[src/rtl/pipeline_sequencer_pkg.sv]
// Shared definitions for pipeline_sequencer: FSM state codes, forwarding selects,
// the R15 index and the per-cycle stage-control bundle with its hazard evaluation.
package pipeline_sequencer_pkg;

  localparam int unsigned MAX_REG_W = 16;
  // R15 is the all-ones index; users slice the low REG_W bits for their width.
  localparam logic [MAX_REG_W-1:0] R15_IDX = '1;

  typedef enum logic [1:0] {
    FWD_RF  = 2'b00,
    FWD_EX  = 2'b01,
    FWD_MEM = 2'b10,
    FWD_WB  = 2'b11
  } fwd_sel_e;

  typedef enum logic [1:0] {
    S_RUN        = 2'b00,
    S_LOAD_STALL = 2'b01,
    S_MEM_WAIT   = 2'b10,
    S_FLUSH      = 2'b11
  } seq_state_e;

  typedef struct packed {
    seq_state_e next_state;
    logic       pc_ld;
    logic       ifid_ld;
    logic       idex_ld;
    logic       exmem_ld;
    logic       memwb_ld;
    logic       ifid_flush;
    logic       idex_bubble;
  } seq_ctrl_t;

  localparam seq_ctrl_t CTRL_ADVANCE = '{next_state: S_RUN, pc_ld: 1'b1, ifid_ld: 1'b1,
    idex_ld: 1'b1, exmem_ld: 1'b1, memwb_ld: 1'b1, ifid_flush: 1'b0, idex_bubble: 1'b0};
  localparam seq_ctrl_t CTRL_HOLD = '{next_state: S_MEM_WAIT, pc_ld: 1'b0, ifid_ld: 1'b0,
    idex_ld: 1'b0, exmem_ld: 1'b0, memwb_ld: 1'b0, ifid_flush: 1'b0, idex_bubble: 1'b0};
  localparam seq_ctrl_t CTRL_BRANCH = '{next_state: S_FLUSH, pc_ld: 1'b1, ifid_ld: 1'b1,
    idex_ld: 1'b1, exmem_ld: 1'b1, memwb_ld: 1'b1, ifid_flush: 1'b1, idex_bubble: 1'b1};
  localparam seq_ctrl_t CTRL_LOAD_STALL = '{next_state: S_LOAD_STALL, pc_ld: 1'b0,
    ifid_ld: 1'b0, idex_ld: 1'b1, exmem_ld: 1'b1, memwb_ld: 1'b1, ifid_flush: 1'b0,
    idex_bubble: 1'b1};
  localparam seq_ctrl_t CTRL_FLUSH = '{next_state: S_RUN, pc_ld: 1'b1, ifid_ld: 1'b1,
    idex_ld: 1'b1, exmem_ld: 1'b1, memwb_ld: 1'b1, ifid_flush: 1'b0, idex_bubble: 1'b1};
  localparam seq_ctrl_t CTRL_RESET = '{next_state: S_RUN, pc_ld: 1'b1, ifid_ld: 1'b1,
    idex_ld: 1'b1, exmem_ld: 1'b1, memwb_ld: 1'b1, ifid_flush: 1'b1, idex_bubble: 1'b1};

  // Hazard priority applied whenever the sequencer evaluates as if in RUN.
  function automatic seq_ctrl_t run_eval(input logic mem_busy,
                                         input logic branch_taken,
                                         input logic load_use);
    seq_ctrl_t c;
    if (mem_busy)          c = CTRL_HOLD;
    else if (branch_taken) c = CTRL_BRANCH;
    else if (load_use)     c = CTRL_LOAD_STALL;
    else                   c = CTRL_ADVANCE;
    return c;
  endfunction

endpackage

[src/rtl/pipeline_sequencer_forward_select.sv]
// Operand bypass select: picks the youngest live writer (EX > MEM > WB) of one ID source.
module forward_select
  import pipeline_sequencer_pkg::*;
#(
  parameter int REG_W = 4
) (
  input  logic [REG_W-1:0] src_idx,
  input  logic             src_use,
  input  logic [REG_W-1:0] ex_rd,
  input  logic             ex_rf_we,
  input  logic [REG_W-1:0] mem_rd,
  input  logic             mem_rf_we,
  input  logic [REG_W-1:0] wb_rd,
  input  logic             wb_rf_we,
  output logic [1:0]       fwd_sel
);

  localparam logic [REG_W-1:0] R15 = R15_IDX[REG_W-1:0];

  // R15 reads are never bypassed, even when a stage targets it.
  logic live;
  assign live = src_use && (src_idx != R15);

  // NOTE: assign a default first in every always_comb so no path leaves the output
  // unassigned; a missing default silently infers a latch.
  always_comb begin
    fwd_sel = FWD_RF;
    if (live && ex_rf_we && (ex_rd == src_idx))        fwd_sel = FWD_EX;
    else if (live && mem_rf_we && (mem_rd == src_idx)) fwd_sel = FWD_MEM;
    else if (live && wb_rf_we && (wb_rd == src_idx))   fwd_sel = FWD_WB;
  end

endmodule

[src/rtl/pipeline_sequencer.sv]
// Pipeline hazard sequencer: operand forwarding plus stall/flush FSM for a 5-stage pipe.
// Optional macro PIPELINE_SEQ_PERF_EN adds a saturating 16-bit stall_count output.
module pipeline_sequencer
  import pipeline_sequencer_pkg::*;
#(
  parameter int REG_W = 4
) (
  input  logic             clk,
  input  logic             reset,
  input  logic [REG_W-1:0] id_rn,
  input  logic [REG_W-1:0] id_rm,
  input  logic [REG_W-1:0] id_rd,
  input  logic             id_use_rn,
  input  logic             id_use_rm,
  input  logic             id_use_rd,
  input  logic [REG_W-1:0] ex_rd,
  input  logic [REG_W-1:0] mem_rd,
  input  logic [REG_W-1:0] wb_rd,
  input  logic             ex_rf_we,
  input  logic             mem_rf_we,
  input  logic             wb_rf_we,
  input  logic             ex_is_load,
  input  logic             ex_branch_taken,
  input  logic             mem_busy,
  output logic [1:0]       fwd_a,
  output logic [1:0]       fwd_b,
  output logic [1:0]       fwd_c,
  output logic             pc_ld,
  output logic             ifid_ld,
  output logic             idex_ld,
  output logic             exmem_ld,
  output logic             memwb_ld,
  output logic             ifid_flush,
  output logic             idex_bubble,
  output logic [1:0]       seq_state
`ifdef PIPELINE_SEQ_PERF_EN
  ,
  output logic [15:0]      stall_count
`endif
);

  localparam logic [REG_W-1:0] R15 = R15_IDX[REG_W-1:0];

  seq_state_e state;
  seq_ctrl_t  ctrl;
  logic [1:0] fwd_a_raw, fwd_b_raw, fwd_c_raw;
  logic       load_use;

  forward_select #(.REG_W(REG_W)) u_fwd_a (
    .src_idx(id_rn), .src_use(id_use_rn),
    .ex_rd(ex_rd), .ex_rf_we(ex_rf_we), .mem_rd(mem_rd), .mem_rf_we(mem_rf_we),
    .wb_rd(wb_rd), .wb_rf_we(wb_rf_we), .fwd_sel(fwd_a_raw)
  );

  forward_select #(.REG_W(REG_W)) u_fwd_b (
    .src_idx(id_rm), .src_use(id_use_rm),
    .ex_rd(ex_rd), .ex_rf_we(ex_rf_we), .mem_rd(mem_rd), .mem_rf_we(mem_rf_we),
    .wb_rd(wb_rd), .wb_rf_we(wb_rf_we), .fwd_sel(fwd_b_raw)
  );

  forward_select #(.REG_W(REG_W)) u_fwd_c (
    .src_idx(id_rd), .src_use(id_use_rd),
    .ex_rd(ex_rd), .ex_rf_we(ex_rf_we), .mem_rd(mem_rd), .mem_rf_we(mem_rf_we),
    .wb_rd(wb_rd), .wb_rf_we(wb_rf_we), .fwd_sel(fwd_c_raw)
  );

  function automatic logic src_hit(input logic [REG_W-1:0] idx, input logic use_flag,
                                   input logic [REG_W-1:0] dst);
    return use_flag && (idx == dst) && (idx != R15);
  endfunction

  assign load_use = ex_is_load && ex_rf_we &&
                    (src_hit(id_rn, id_use_rn, ex_rd) ||
                     src_hit(id_rm, id_use_rm, ex_rd) ||
                     src_hit(id_rd, id_use_rd, ex_rd));

  always_comb begin
    ctrl = CTRL_ADVANCE;
    unique case (state)
      // The bubble is already in EX; ignoring load-use here avoids stalling twice on one load.
      S_LOAD_STALL: ctrl = run_eval(mem_busy, ex_branch_taken, 1'b0);
      S_FLUSH:      ctrl = mem_busy ? CTRL_HOLD : CTRL_FLUSH;
      default:      ctrl = run_eval(mem_busy, ex_branch_taken, load_use);
    endcase
    if (reset) ctrl = CTRL_RESET;
  end

  // NOTE: registered state uses non-blocking assignments so every flop samples
  // pre-edge values; blocking here would create order-dependent simulation races.
  always_ff @(posedge clk) begin
    if (reset) state <= S_RUN;
    else       state <= ctrl.next_state;
  end

  assign pc_ld       = ctrl.pc_ld;
  assign ifid_ld     = ctrl.ifid_ld;
  assign idex_ld     = ctrl.idex_ld;
  assign exmem_ld    = ctrl.exmem_ld;
  assign memwb_ld    = ctrl.memwb_ld;
  assign ifid_flush  = ctrl.ifid_flush;
  assign idex_bubble = ctrl.idex_bubble;
  assign seq_state   = reset ? S_RUN : state;
  assign fwd_a       = reset ? FWD_RF : fwd_a_raw;
  assign fwd_b       = reset ? FWD_RF : fwd_b_raw;
  assign fwd_c       = reset ? FWD_RF : fwd_c_raw;

`ifdef PIPELINE_SEQ_PERF_EN
  always_ff @(posedge clk) begin
    if (reset)
      stall_count <= '0;
    else if (!ctrl.pc_ld && (stall_count != 16'hFFFF))
      stall_count <= stall_count + 16'd1;
  end
`endif

endmodule

[config.mk]
export PLATFORM = sky130hd
export DESIGN_NAME = pipeline_sequencer
export DESIGN_NICKNAME = d
export VERILOG_FILES = /design/src/rtl/pipeline_sequencer_pkg.sv /design/src/rtl/pipeline_sequencer_forward_select.sv /design/src/rtl/pipeline_sequencer.sv
export SDC_FILE = /design/constraint.sdc
export NUM_CORES = 1
export LEC_CHECK = 0
export ABC_AREA = 1
export CORE_MARGIN = 5
export CORE_UTILIZATION = 40
export DETAILED_ROUTE_END_ITERATION = 10
export DONT_BUFFER_PORTS = 1
export SETUP_SLACK_MARGIN = 0.02
export SLEW_MARGIN = 20
export SYNTH_ARGS = -nofsm -noshare
export SYNTH_HDL_FRONTEND = slang
export SYNTH_SLANG_ARGS = --single-unit
[constraint.sdc]
create_clock -name clk -period 0.9 [get_ports clk]
set_clock_uncertainty 0.1 [all_clocks]
set_input_delay 0.09 -clock clk [delete_from_list [all_inputs] [get_ports clk]]
set_output_delay 0.09 -clock clk [all_outputs]
set_load 0.01 [all_outputs]
# --- Word level (Yosys, flattened, before mapping) ---
# Cells that the tools add are included.
classes:
  n_reduce_logical: 31
  eq_ne: 17
  mux: 21
op_table:
  columns: ["op", "count"]
  rows:
  - ["== test 4 bit", 12]
  - ["2-to-1 mux 9 bit", 5]
  - ["logical AND 1 bit", 29]
  - ["2-to-1 mux 2 bit", 13]
  - ["case mux 9 bit (2 select lines)", 1]
  - ["inequality test 4 bit (second input constant)", 3]
  - ["2-to-1 mux 8 bit", 1]
  - ["2-to-1 mux 7 bit", 1]
  - ["== test 2 x 1 -> 1 bit (second input constant)", 1]
  - ["== test 2 bit (second input constant)", 1]
  - ["logical OR 1 bit", 2]
totals:
  register_bits: 2
  out_inout_bits: 15
  wordCells: 70
  inputBits: 35

# --- Longest topological paths before layout ---
# Gate-level depths: netlist of the first run.
logic_depth:
  depth_word: 11
  ltp_mapped: 10
  depth_no_buf: 10

# --- Cells and area by module ---
# From an unflattened synthesis of the first run, not the netlist that was laid out.
unflattened:
  cells_unflattened: 319
  area_unflattened_um2: 1315.0
by_module_without_submodules:
  columns: ["mod", "seq_area_each_um2", "instances", "cells_per_inst", "area_each_um2"]
  rows:
  - ["forward_select", 0.0, 3, 70, 279.0]
  - ["pipeline_sequencer", 40.0, 1, 109, 478.0]

# --- Worst setup path before layout of the first run ---
# Ideal clock, no wire load.
synth_path:
  kind: "input to output"
  start: "input port id_rn[3]"
  end: "output port pc_ld"
  arrival_time_ps: 893
  path_buffers: 1
  cell_stages: 9
  required_ps: 710
  path_slack_ps: -183
  path_cell_list: "nand2_1 nor2_1 nor2_1 nand3_1 nand3_2 nand2_2 o21ai_1 inv_1 buf_4"
synth_between:
  elab_chain_len: 11
  word_cells_on_any_way: 12
  cone_classes: "2 x eq/ne; 5 x mux; 5 x reduce/logical"
synth_rtl:
  columns: ["item", "line_no", "source"]
  rows:
  - ["start: declaration", "pipeline_sequencer.sv:10", "input logic [REG_W-1:0] id_rn,"]
  - ["== test 4 bit", "pipeline_sequencer.sv:69", "return use_flag && (idx == dst) && (idx != R15);"]
  - ["logical AND 1 bit", "pipeline_sequencer.sv:69", null]
  - ["logical AND 1 bit *", "pipeline_sequencer.sv:69", null]
  - ["logical OR 1 bit *", "pipeline_sequencer.sv:73", "(src_hit(id_rn, id_use_rn, ex_rd) ||"]
  - ["logical OR 1 bit *", "pipeline_sequencer.sv:74", "src_hit(id_rm, id_use_rm, ex_rd) ||"]
  - ["logical AND 1 bit *", "pipeline_sequencer.sv:72", "assign load_use = ex_is_load && ex_rf_we &&"]
  - ["2-to-1 mux 8 bit *", "pipeline_sequencer_pkg.sv:55", "else if (load_use) c = CTRL_LOAD_STALL;"]
  - ["2-to-1 mux 9 bit *", "pipeline_sequencer_pkg.sv:54", "else if (branch_taken) c = CTRL_BRANCH;"]
  - ["2-to-1 mux 9 bit *", "pipeline_sequencer_pkg.sv:53", "if (mem_busy) c = CTRL_HOLD;"]
  - ["case mux 9 bit (2 select lines) *", "pipeline_sequencer.sv:79", "unique case (state)"]
  - ["2-to-1 mux 7 bit *", "pipeline_sequencer.sv:85", "if (reset) ctrl = CTRL_RESET;"]
  - ["end: declaration", "pipeline_sequencer.sv:28", "output logic pc_ld,"]
# Every way passes the cells marked *; elsewhere a longest branch is shown, timed or not.

# --- Worst setup path in the final report of the first run ---
layout_path:
  start: "register state[0]"
  end: "output port pc_ld"
layout_between:
  elab_chain_len: 3
  word_cells_on_any_way: 4
  cone_classes: "2 x eq/ne; 2 x mux"
layout_rtl:
  columns: ["item", "line_no", "source"]
  rows:
  - ["start: declaration", "pipeline_sequencer.sv:44", "seq_state_e state;"]
  - ["start signal: assignment", "pipeline_sequencer.sv:92", "else state <= ctrl.next_state;"]
  - ["== test 2 bit / == test 2 x 1 -> 1 bit (equally long branches)", "pipeline_sequencer.sv:79", null]
  - ["case mux 9 bit (2 select lines) *", "pipeline_sequencer.sv:79", null]
  - ["2-to-1 mux 7 bit *", "pipeline_sequencer.sv:85", null]
# Marks and branches as above.

==> metrics.log, run 1 <==
INFO  metric starting_utilization_of_the_core_area = between 40% and 50%
INFO  metric grt_first_pass_wirelength = around 5.7 mm
INFO  metric timing.final.max_slew_violations = 0
INFO  metric synth.ff_latch_count = 2
INFO  metric grt_antenna_before_repair = 0
INFO  metric syn2layout_area_growth = 61.2%
INFO  metric max_freq = slightly below 900 MHz
INFO  metric post-synth-top-area-fraction = a little over a quarter
INFO  metric routed-via-count = around 1300
INFO  metric floorplan.rows = 17
INFO  metric antenna_violating_nets_post_route = 0
INFO  metric floorplan.io_pins = 50
INFO  metric netlist-cell-type-count = 25
INFO  metric clockRootBuffer = clkbuf_4
INFO  metric num_antenna_cells = 0
INFO  metric maximum_number_of_pins_on_one_net_before_global_route_repair = 11
INFO  metric final-setup-viol-count = 12
INFO  metric clk_pin_slew = around 0.03 ns
INFO  metric vias_in_the_first_global_route = 1218
INFO  metric sequential_cell_area = 47.5 µm²
INFO  metric syn_inst = around 180
INFO  metric design.final.nets = roughly 230
INFO  metric die_w = between 50 and 60 µm
INFO  metric cts_buffers = 3
INFO  metric reg_to_reg_critical_path_endpoint = state[0]$_SDFF_PP0_
INFO  metric cts_num_sinks = 2
INFO  metric cts_tree = built
INFO  metric maxSlewHeadroom = 83.2%
INFO  metric num-fill-cells = 207
INFO  metric hold_viol = 2
INFO  metric critical_path_start_type = flip-flop
INFO  metric die_area = ~3200 µm²
INFO  metric final_cell_utilization_of_the_core = between 60% and 70%
INFO  metric number_of_enable_flip_flop_cells_after_synthesis = 0
INFO  metric synth.most_common_cell = nand2_1
INFO  metric end_kind = output port
INFO  metric timing.final.ws_setup = -0.245 ns
INFO  metric synth.yosys.seq_area_share = ~4.6%
INFO  metric worst_hold_slack = -0.0524 ns
INFO  metric die-height = between 50 and 60 µm
INFO  metric numPortBuffers = 0
INFO  metric r2r_setup_slack = 0.07 ns
INFO  metric routedWlPerCell = 15.7 µm
INFO  metric detailedPlacementHpwl = about 2.8 mm
INFO  metric final_layout_size_suffix_gt1_share = 53.6%
INFO  metric drt-total-wl = around 3.5 mm
INFO  metric synthesis.yosys.warnings = 0
INFO  metric final.period_utilization = 127%
INFO  metric clock_tree.buffer_depth = 2
INFO  metric cts_htree_levels = 1
INFO  metric post_synth.cell_area_avg = around 4.8 µm²
INFO  metric gpl.final_weighted_congestion = just over 1
INFO  metric worstHoldPathType = in -> reg
INFO  metric synth_top_flop_cell = dfxtp_1
INFO  metric violated_checks = negative hold slack, negative setup slack
INFO  metric cp.arrival = between 0.9 and 1 ns
INFO  metric synth.largest_area_cell = nand2_1
INFO  metric pwr_per_cell_area = about 560 nW/µm²
INFO  metric outcome = finished, violations left
INFO  metric path_class = reg -> out
INFO  metric register_ranked_first_by_flip_flop_count = state
INFO  metric worstPathRequired = 0.71 ns
INFO  metric placeableCoreArea = 2150 µm²
INFO  metric drt-pass1-iter-count = 4
INFO  metric postSynthNetCount = 218
INFO  metric multi_input_area = between 900 and 1000 µm²
INFO  metric synth.area.top_cells = nand2_1, inv_1, nor2_1
INFO  metric globalRouteOverflowTotal = 0
INFO  metric timing.critical_path.fanout_max = 4
INFO  metric grt_setup_unrepaired = yes
INFO  metric layout_top_registers = state x2
INFO  metric vdd.ir_drop.worst = approximately 780 µV
INFO  metric synth.top_cells.by_count = nand2_1, inv_1, nor2_1
INFO  metric syn_area = 880 µm²
INFO  metric via_per_inst = around 5.7
INFO  metric grt_usage = 22.1%
INFO  metric largest_register_ff_count = 2
INFO  metric power.leakage = around 0.63 nW
INFO  metric rr_startpoint = state[1]$_SDFF_PP0_
INFO  metric async_sr_flop_fraction = 0%
INFO  metric detailed_route_iter0_violations = 41
INFO  metric tightestPinTransition = roughly 0.25 ns
INFO  metric r2r_cells = 3
INFO  metric final.min_clock_period = about 1.1 ns
INFO  metric dp_slack = -0.290 ns
INFO  metric timing.critical_path.from = state[0]$_SDFF_PP0_
INFO  metric drv_cap = 0
INFO  metric drc = 0
INFO  metric setup.worst_path.end = pc_ld
INFO  metric insertion_delay = ~0.22 ns
logic make-up (layout without fill, tap and decap cells):
family / Yosys count / after routing / share of synthesized area, %
buffers and inverters: 40 / 51 / 18.5
xor gates and xnor gates: 2 / 2 / 1.99
DFF: 2 / 2 / 4.55
and+or+nand+nor: 104 / 104 / 49.1
AOI/OAI and AO/OA: 35 / 35 / 25.9
worst min-delay path by stage:
stage                  start             endpoint  depth (start not counted)
global route        mem_busy  state[0]$_SDFF_PP0_                          3
detailed placement     reset  state[0]$_SDFF_PP0_                          1
floorplan           mem_busy             exmem_ld                          1
global placement       reset  state[0]$_SDFF_PP0_                          1
finish              mem_busy  state[0]$_SDFF_PP0_                          3
CTS                    reset  state[0]$_SDFF_PP0_                          1
through the flow:
step | total power [mW] | setup TNS, ns | cell area [µm²] | instances
2_1_floorplan | 0.403 | -0.787 | 950 | 183
3_3_place_gp | 0.459 | -2.00 | 1030 | 217
3_5_place_dp | 0.460 | -2.04 | 1030 | 217
4_1_cts | 0.712 | -1.91 | 1180 | 220
5_1_grt | 0.874 | -2.81 | 1420 | 222
6_report | 0.792 | -1.92 | 1420 | 222
cell usage in the layout, fill, tap and decap left out, drive strengths merged:
cell	instances
nand4	1
inv	32
nor3	2
o21a	1
o211ai	4
clkbuf	3
a21boi	1
a21oi	6
clkinvlp	1
o21ai	8
o2111ai	6
clkinv	3
o22ai	9
nand3	7
nand2	64
dlygate4sd3	1
buf	11
dfxtp	2
nor2	30
xnor2	1
xor2	1
layer usage:
metal | vias up | part of all wire [%] | global-route usage (%)
li1 | 618 | - | -
met1 | 593 | 39 | 28.0
met2 | 58 | 51 | 35.4
met3 | 6 | 8.7 | 4.83
met4 | 0 | 1.9 | 9.93
met5 | - | 0 | 0
repair_timing:
action,4_1_cts,5_1_grt
pin swaps,28,40
buffers inserted,0,2
endpoints found under the hold margin,2,2
setup endpoints to repair,12,13
resized for setup,44,65
critical path, cell delays in order (launching register included):
cell     delay [ns]
dfxtp_4        0.36
inv_4          0.06
nand3_2        0.07
o21ai_2        0.15
inv_2          0.08
cell type report:
class	instances	area share, %
repair buffers	12	7.33
inverters	36	16.5
multi-input cells	141	68.8
clock buffers	3	1.59
flip-flops and latches	2	3.35
well taps	28	2.47
power by group:
| group | leakage (nW) | switching [mW] | internal (mW) |
|---|---|---|---|
| Sequential | 0.0177 | 0.0119 | 0.0943 |
| Clock | 0.0138 | 0.0445 | 0.147 |
| Combinational | 0.603 | 0.264 | 0.231 |
| Total | 0.634 | 0.321 | 0.471 |
(Power assumes the default switching activity.)
==> run 2: changes to the inputs <==
- ABC_AREA: 1 -> not set
==> metrics.log, run 2 <==
INFO  metric outcome = finished, violations left
INFO  metric violated_checks = negative setup slack
INFO  metric cts_buffers = 3
INFO  metric synth_top_flop_cell = dfxtp_1
INFO  metric globalRouteOverflowTotal = 0
INFO  metric async_sr_flop_fraction = 0%
INFO  metric cts_htree_levels = 1
INFO  metric placeableCoreArea = between 1500 and 2000 µm²
INFO  metric r2r_setup_slack = -0.18 ns
INFO  metric grt_setup_unrepaired = yes
INFO  metric cp.depth = 3
INFO  metric tightestPinTransition = 0.308 ns
INFO  metric synth.ff_latch_count = 2
INFO  metric grt_usage = between 10% and 20%
INFO  metric starting_utilization_of_the_core_area = between 40% and 50%
INFO  metric maxSlewHeadroom = roughly four fifths
INFO  metric clockRootBuffer = clkbuf_4
INFO  metric cts_num_sinks = 2
INFO  metric syn_inst = 93
INFO  metric timing.final.max_slew_violations = 0
INFO  metric die_w = between 50 and 60 µm
INFO  metric routedWlPerCell = about 17 µm
INFO  metric dpl-instance-area = ~800 µm²
INFO  metric antenna_violating_nets_post_route = 0
INFO  metric detailedPlacementHpwl = ~1.8 mm
INFO  metric pwr_per_cell_area = 589 nW/µm²
INFO  metric drc = 0
INFO  metric timing.critical_path.fanout_max = 3
INFO  metric layoutNonFillerInstCount = about 130
INFO  metric synthesis.yosys.warnings = 0
INFO  metric worst_hold_slack = approximately 0.012 ns
INFO  metric drt-total-wl = between 2 and 2.5 mm
INFO  metric max_freq = slightly below 800 MHz
INFO  metric final-setup-viol-count = 14
INFO  metric clock_tree.buffer_depth = 2
INFO  metric final_common_cell = xor2_1
INFO  metric final_layout_size_suffix_gt1_share = 44.3%
INFO  metric setup.worst_path.end = ifid_ld
INFO  metric reg_to_reg_critical_path_endpoint = state[0]$_SDFF_PP0_
INFO  metric routed-via-count = ~730
INFO  metric via_per_inst = 5.59
INFO  metric cp.arrival = approximately 1.1 ns
INFO  metric drv_cap = 0
INFO  metric crit_path_cell_trace = nor2_2 -> o31ai_2 -> o31a_1
INFO  metric end_kind = output port
INFO  metric final_cell_utilization_of_the_core = about three fifths
INFO  metric worst_path_max_delay_cell = o31a_1
INFO  metric rr_startpoint = state[0]$_SDFF_PP0_
INFO  metric vias_in_the_first_global_route = around 800
INFO  metric syn2layout_area_growth = 47.0%
INFO  metric synth.area.top_cells = xor2_1, xnor2_1, nand4_1
INFO  metric layout_top_registers = state x2
INFO  metric p_total = ~620 µW
INFO  metric grt_first_pass_wirelength = 3.60 mm
INFO  metric timing.final.ws_setup = -0.357 ns
INFO  metric final.min_clock_period = ~1.3 ns
INFO  metric clk_pin_slew = roughly 0.030 ns
INFO  metric insertion_delay = ~0.23 ns
INFO  metric postSynthNetCount = 128
INFO  metric timing.critical_path.from = state[0]$_SDFF_PP0_
INFO  metric critical_path_start_type = flip-flop
INFO  metric family_with_the_most_delay_on_the_worst_path = compound AO/OA/AOI/OAI gates
INFO  metric die_area = about 2700 µm²
INFO  metric die-height = around 52 µm
INFO  metric post_synth.cell_area_avg = a little under 8 µm²
INFO  metric detailed_route_iter0_violations = 2
INFO  metric power.leakage = 0.364 nW
INFO  metric timing.critical_path.slowest_cell_delay = around 0.34 ns
INFO  metric sequential_cell_area = roughly 45 µm²
INFO  metric synth.top_cells.by_count = xor2_1, nand4_1, xnor2_1
INFO  metric drt-pass1-iter-count = 2
INFO  metric vdd.ir_drop.worst = ~340 µV
INFO  metric num-fill-cells = between 150 and 200
INFO  metric synth.most_common_cell = xor2_1
INFO  metric design.final.nets = 143
INFO  metric numPortBuffers = 0
INFO  metric path_class = reg -> out
INFO  metric worstHoldPathType = in -> reg
INFO  metric syn_area = around 720 µm²
INFO  metric netlist-cell-type-count = 19
INFO  metric synth.yosys.seq_area_share = approximately 5.6%
INFO  metric floorplan.io_pins = 50
INFO  metric maximum_number_of_pins_on_one_net_before_global_route_repair = 14
INFO  metric floorplan.rows = 15
INFO  metric final_area = ~1100 µm²
INFO  metric grt_antenna_before_repair = 0
INFO  metric cts_tree = built
INFO  metric dp_cells = ~120
INFO  metric synth.largest_area_cell = xor2_1
INFO  metric multi_input_area = about 830 µm²
INFO  metric gpl.final_weighted_congestion = roughly 0.80
INFO  metric critPathBufInv = 0
INFO  metric r2r_cells = 5
INFO  metric num_antenna_cells = 0
INFO  metric register_ranked_first_by_flip_flop_count = state
INFO  metric number_of_enable_flip_flop_cells_after_synthesis = 0
INFO  metric post-synth-top-area-fraction = between 20% and 30%
INFO  metric commonest_cells_after_routing_fill_and_taps_aside = xor2_1, nand4_1, buf_4
INFO  metric largest_register_ff_count = 2
INFO  metric final.period_utilization = 140%
INFO  metric worstPathRequired = 0.71 ns
INFO  metric hold_viol = 0
## run 2: changes by cell type in the layout (fill, tap and decap cells not counted), moves of 10 or more
cell	delta
nand2_2	-13
nand2_1	-39
nand4_1	+11
inv_1	-12
inv_2	-10
nor2_1	-10
xor2_1	+23
## run 2: repair_timing
item | in CTS | in global routing
setup endpoints to repair | 14 | 14
setup buffers | 5 | 0
hold endpoints to repair | 2 | 0
hold buffers | 3 | 0
pin swaps | 18 | 19
resized for setup | 20 | 14
## run 2: kinds of logic after synthesis
family                    Yosys count  synth area share (%)
AOI/OAI and AO/OA                  13                  13.1
xor gates and xnor gates           36                  44.1
buffers and inverters               4                  3.67
DFF                                 2                  5.59
and+or+nand+nor                    38                  33.6
## run 2: per-layer routing
metal,up-vias,share of wire (%),GRT usage (%)
met2,37,56,32.4
li1,361,-,-
met5,-,0,0
met4,0,0.40,2.55
met1,332,32,17.1
met3,2,11,7.41
## run 2: final cells by class
type,instances,area share (%)
clock buffer,3,2.14
multi-input combinational,87,79.2
sequential,2,4.28
tap,25,2.97
timing repair buffer,14,11.4
## run 2: tightest hold or removal path: stages
cell,delay [ns]
nand2_4,0.05
buf_4,0.10
a211oi_1,0.05
## run 2: worst min path at each step
stage / start / depth (start not counted) / slack, ns / end
after detailed placement: reset / 1 / 0.07 / state[1]$_SDFF_PP0_
after global placement: reset / 1 / 0.07 / state[1]$_SDFF_PP0_
after CTS: ex_branch_taken / 3 / 0.05 / state[0]$_SDFF_PP0_
after global routing: ex_branch_taken / 3 / 0.02 / state[0]$_SDFF_PP0_
after floorplan: mem_busy / 1 / 0.07 / state[0]$_SDFF_PP0_
final: ex_branch_taken / 3 / 0.01 / state[0]$_SDFF_PP0_
## run 2: where the power goes
part / leakage (nW) / total [mW] / switching [mW] / internal, mW
Clock: 0.0138 / 0.200 / 0.0530 / 0.147
Sequential: 0.0175 / 0.101 / 0.00629 / 0.0944
Combinational: 0.332 / 0.319 / 0.139 / 0.180
## run 2: per-stage QoR
stage          setup WS [ns]  TNS (ns)
2_1_floorplan         -0.355     -1.79
3_3_place_gp          -0.331     -2.88
3_5_place_dp          -0.370     -3.02
4_1_cts               -0.400     -3.69
5_1_grt               -0.475     -4.29
6_report              -0.357     -3.20
